`src/rtl/fetch_queue.sv`:
```
// Sequential instruction fetch with a 1-cycle synchronous imem and a small FIFO
// toward the execute core; redirect flushes the queue and restarts at the target.
module fetch_queue #(
    parameter int          DEPTH    = 4,
    parameter logic [31:0] RESET_PC = 32'h00000000
) (
    input  logic        clk,
    input  logic        rst,
    output logic        imem_req,
    output logic [31:0] imem_addr,
    input  logic [31:0] imem_rdata,
    output logic        ins_valid,
    output logic [31:0] ins,
    output logic [31:0] ins_pc,
    input  logic        ins_ready,
    input  logic        redirect,
    input  logic [31:0] redirect_pc
);
    localparam int AW = (DEPTH > 1) ? $clog2(DEPTH) : 1;
    localparam int CW = $clog2(DEPTH + 1);
    localparam logic [CW:0] DEPTH_W = (CW + 1)'(DEPTH);
    localparam logic [31:0] NOP = 32'h00000013;

    logic [31:0]   fetch_pc;
    logic          inflight;
    logic [31:0]   inflight_pc;
    logic [31:0]   pc_mem  [DEPTH];
    logic [31:0]   ins_mem [DEPTH];
    logic [AW-1:0] rd_ptr;
    logic [AW-1:0] wr_ptr;
    logic [CW-1:0] count;
    logic [CW:0]   occ;
    logic          enq;
    logic          deq;

    // Occupancy counts the outstanding read so the queue can never overflow;
    // a same-cycle dequeue is deliberately not credited.
    assign occ       = {1'b0, count} + {{CW{1'b0}}, inflight};
    assign imem_req  = !rst && (redirect || (occ < DEPTH_W));
    assign imem_addr = redirect ? {redirect_pc[31:2], 2'b00} : fetch_pc;

    assign ins_valid = !rst && (count != '0);
    assign ins       = ins_valid ? ins_mem[rd_ptr] : NOP;
    assign ins_pc    = ins_valid ? pc_mem[rd_ptr]  : 32'h00000000;

    assign enq = inflight && !redirect;
    assign deq = ins_valid && ins_ready && !redirect;

    always_ff @(posedge clk) begin
        if (rst) begin
            fetch_pc    <= RESET_PC;
            inflight    <= 1'b0;
            inflight_pc <= 32'h00000000;
            rd_ptr      <= '0;
            wr_ptr      <= '0;
            count       <= '0;
        end else begin
            inflight <= imem_req;
            if (imem_req) begin
                fetch_pc    <= imem_addr + 32'd4;
                inflight_pc <= imem_addr;
            end
            if (enq)
                wr_ptr <= wr_ptr + 1'b1;
            if (redirect) begin
                count  <= '0;
                rd_ptr <= wr_ptr;
            end else begin
                if (deq)
                    rd_ptr <= rd_ptr + 1'b1;
                if (enq && !deq)
                    count <= count + 1'b1;
                else if (deq && !enq)
                    count <= count - 1'b1;
            end
        end
    end

    always_ff @(posedge clk) begin
        if (!rst && enq) begin
            pc_mem[wr_ptr]  <= inflight_pc;
            ins_mem[wr_ptr] <= imem_rdata;
        end
    end

endmodule

```
`config.mk`:
```
export PLATFORM = sky130hd
export DESIGN_NAME = fetch_queue
export DESIGN_NICKNAME = d
export VERILOG_FILES = /design/src/rtl/fetch_queue.sv
export SDC_FILE = /design/constraint.sdc
export NUM_CORES = 1
export LEC_CHECK = 0
export ABC_AREA = 1
export CAP_MARGIN = 10
export CORE_MARGIN = 3
export CORE_UTILIZATION = 40
export DETAILED_ROUTE_END_ITERATION = 16
export PLACE_DENSITY = 0.66
export SYNTH_ARGS = -nofsm -noshare
export SYNTH_HDL_FRONTEND = slang
export SYNTH_SLANG_ARGS = --single-unit
```
`constraint.sdc`:
```
create_clock -name clk -period 11.1 [get_ports clk]
set_input_delay 1.665 -clock clk [delete_from_list [all_inputs] [get_ports clk]]
set_output_delay 1.665 -clock clk [all_outputs]
set_load 0.1 [all_outputs]
```
==> qor.csv <==
stage,metric,value,unit
floorplanning,Starting Density,40.98,%
clocking,H-tree depth,2,
worst_setup_path,Max Fanout on Critical Path,50,
cells_and_area,final instance area,17050,um^2
cells_and_area,Layout Utilization,50.33,%
worst_setup_path,"reg-to-reg slack, setup",8.68,ns
logic_synthesis,Synth Flop Type,edfxtp_1,
logic_synthesis,synthesis warning total,0,
cells_and_area,layout overhead on the synthesized area,22.81,%
global_route,Overall Global Routing Usage,17.59,%
power,Sw Ratio,25.70,%
worst_setup_path,Worst R2R Start,wr_ptr[1],
worst_setup_path,crit-path cells,clkdlybuf4s50_1 > buf_4 > a31oi_1 > buf_4 > inv_2 > buf_4 > a21oi_1 > clkdlybuf4s50_1,
job,MaxCap Viol Count,0,
power,Power Density,174.7,nW/um^2
worst_setup_path,kind of critical path,input pin to primary output,
cells_and_area,n_diodes,0,
status,outcome,completed,
sta,Hold Fails Final Rpt,0,
power,static leakage,6.156,nW
floorplanning,core area,33870,um^2
power,Comb power frac,13.0,%
cells_and_area,share of layout cells above drive strength 1,8.614,%
sta,final cycle utilization of the critical path,58.15,%
sta,clk_skew,0.01220,ns
logic_synthesis,sequential area share after synthesis,65.77,%
power,Clock power frac,40.5,%
worst_hold_path,Hold Crit Class,flip-flop to flip-flop,
sta,Rel. slew slack,29.46,%
placed_design,Post-DP Area,15830,um^2
clocking,Clock Tree Buf Depth,3,
worst_setup_path,critical path's largest stage delay,1.21,ns
sta,final setup fails,0,
detailed_routing,DRT Pass-1 Iters,5,
logic_synthesis,Simple-Gate Fraction of Synth Area,18.52,%
clocking,root buffer cell,clkbuf_16,
logic_synthesis,Compound-Gate Fraction of Synth Area,10.25,%
global_route,vias in the first global route,9634,
worst_setup_path,r2r worst-path depth,5,
sta,Worst-Margin Slew,1.055,ns
power,Psw,765.1,uW
cells_and_area,"commonest non-fill, non-tap cell in the layout",nor2_1,
logic_synthesis,largest family of logic cells by synthesized area,simple AND/OR/NAND/NOR gates,
worst_setup_path,r2r endpoint,ins_mem[1][9],
logic_synthesis,post-synthesis mux area share,0,%
placed_design,number of port buffers,163,
global_route,pin count of the biggest net entering global routing,93,
floorplanning,Die Area,36970,um^2
worst_setup_path,critical path endpoint,ins_pc[15],
sta,RSZ-0062 raised after global routing,false,
floorplanning,die width,192.3,um
placed_design,DP Worst Slack,4.617,ns
logic_synthesis,post-synthesis cell count,1379,
worst_setup_path,most frequent cell on the critical path,buf_4,
cells_and_area,Final #Nets,1595,
sta,TNS Setup,0,ns
logic_synthesis,Adder-Cell Fraction of Synth Area,0.6851,%
floorplanning,Row Count,67,
floorplanning,DIE HEIGHT,192.3,um
worst_setup_path,crit path capture type,primary output,
clocking,cts hold-fix bufs,0,
worst_setup_path,cell depth of the worst setup path,8,
cells_and_area,most frequent cells in the layout,"343 x nor2_1, 256 x edfxtp_1, 186 x nand2_1",
worst_setup_path,top cell family by delay on the critical path,buffers and inverters,
clocking,CTS tree,yes,
sta,Final WS setup,4.646,ns
sta,Final Max Slew Viols,0,
detailed_routing,vias,9908,
logic_synthesis,register bit total from synthesis,328,
detailed_routing,Avg WL per Cell,16.50,um
worst_setup_path,Slowest cell on crit path,clkdlybuf4s50_1,
global_route,antenna violations before repair,0,
detailed_routing,Total Routed Length,32.87,mm
logic_synthesis,Mapped Nets,1454,
worst_setup_path,CP startpoint,rst,
cells_and_area,fin cells,1992,
clocking,CTS Buf Count,36,
logic_synthesis,Synth Area per Inst,10.06,um^2
power,Internal,2.212,mW
sta,Period minus WS final,6.454,ns
logic_synthesis,Netlist cell types,39,
placed_design,dpl cells,1930,
detailed_routing,vias per inst,4.974,
clocking,CTS-repair resized insts,0,
clocking,Worst-Skew Late Latency,0.51,ns
power,sequential fraction of design power,46.6,%
cells_and_area,Fill cells,3014,
sta,Min Hold Slack,0.4666,ns
logic_synthesis,XOR/XNOR Fraction of Synth Area,0.1262,%
detailed_routing,DRC errors left,0,
worst_setup_path,Crit path arrival time,4.79,ns
logic_synthesis,asr flop ratio synth,0,%
clocking,setup bufs post-CTS,0,
global_route,grt ovf,0,
power,Tot Pwr,2.977,mW
worst_setup_path,Required @ worst endpoint,9.44,ns
power,VDD IR max,0.00009839,V
clocking,Worst-path clk slew,0.06,ns
placed_design,global placer's final weighted congestion,0.7950,
placed_design,dpl hpwl,19.40,mm
floorplanning,I/O pin cnt,166,
logic_synthesis,Post-synth EDFFs,256,
clocking,Sink Count,328,
global_route,first-pass GRT wire length,51.27,mm
detailed_routing,ANT nets after route,0,
sta,Highest Clock Rate,154.9,MHz
detailed_routing,drt first-iter violations,558,
worst_setup_path,Worst Setup Start Kind,input pin,
worst_setup_path,worst path bufs/invs,6,
logic_synthesis,synthesized area,13880,um^2
## sequential cells by signal, indices dropped and copies added, names as in the netlist, named ones only
register and flops:
rd_ptr 2, inflight 1, inflight_pc 30, pc_mem 128
fetch_pc 32, ins_mem 128, count 3, wr_ptr 2
## kinds of logic (layout without fill, tap and decap cells)
group / count (synthesis) / in the layout
flip-flops: 328 / 328
buffers and inverters: 145 / 310
XOR/XNOR: 2 / 2
adder cells (fa/ha/maj): 7 / 7
AO/OA/AOI/OAI: 265 / 265
AND/OR/NAND/NOR: 632 / 632
## layer usage
| layer | track usage (%) | routed length (um) | up-vias |
|---|---|---|---|
| li1 | - | - | 4942 |
| met1 | 24.06 | 15100 | 4681 |
| met2 | 29.44 | 15410 | 248 |
| met3 | 3.215 | 1889 | 37 |
| met4 | 3.811 | 482 | 0 |
| met5 | 0 | 0 | - |
## worst min path at each step
stage           startpoint           to  slack [ns]  cells after the start
4_1_cts        fetch_pc[3]  fetch_pc[3]        0.47                      2
5_1_grt        fetch_pc[3]  fetch_pc[3]        0.50                      2
3_5_place_dp   fetch_pc[3]  fetch_pc[3]        0.46                      2
6_report       fetch_pc[3]  fetch_pc[3]        0.47                      2
3_3_place_gp   fetch_pc[3]  fetch_pc[3]        0.46                      2
2_1_floorplan  fetch_pc[3]  fetch_pc[3]        0.44                      2
## power groups by stage
stage | combinational, mW | sequential [mW] | clock [mW]
after floorplan | 0.284 | 1.40 | 0
after global routing | 0.417 | 1.39 | 1.28
after global placement | 0.384 | 1.41 | 0
after detailed placement | 0.387 | 1.41 | 0
after CTS | 0.390 | 1.39 | 1.23
final | 0.386 | 1.39 | 1.20
## final cells by class
| type | instances | area, um^2 | share of cell area, % |
|---|---|---|---|
| sequential | 328 | 9134 | 53.59 |
| multi-input combinational | 906 | 4138 | 24.28 |
| timing repair buffer | 177 | 1732 | 10.16 |
| clock buffer | 45 | 996.0 | 5.843 |
| tap | 448 | 560.5 | 3.289 |
| inverter | 71 | 269.0 | 1.578 |
| clock inverter | 17 | 216.5 | 1.270 |
## synthesized netlist by cell type (all sizes together) (3+ instances only)
library cell,n,area share (%)
inv,70,1.9
a31o,6,0.38
a21oi,79,2.8
clkbuf,43,1.2
o311ai,3,0.19
buf,31,1.6
nand2,209,6.1
o21ai,170,6.5
nor2,360,10
nand3,50,1.8
dfxtp,72,10
edfxtp,256,55
nor3,8,0.29
a31oi,3,0.14
ha,6,0.54
## tightest hold or removal path: cells and delay by family (launching register included)
| kind | cells | cell delay [ns] |
|---|---|---|
| AND/OR/NAND/NOR | 2 | 0.11 |
| flip-flops | 1 | 0.31 |
(Power assumes the default switching activity.)
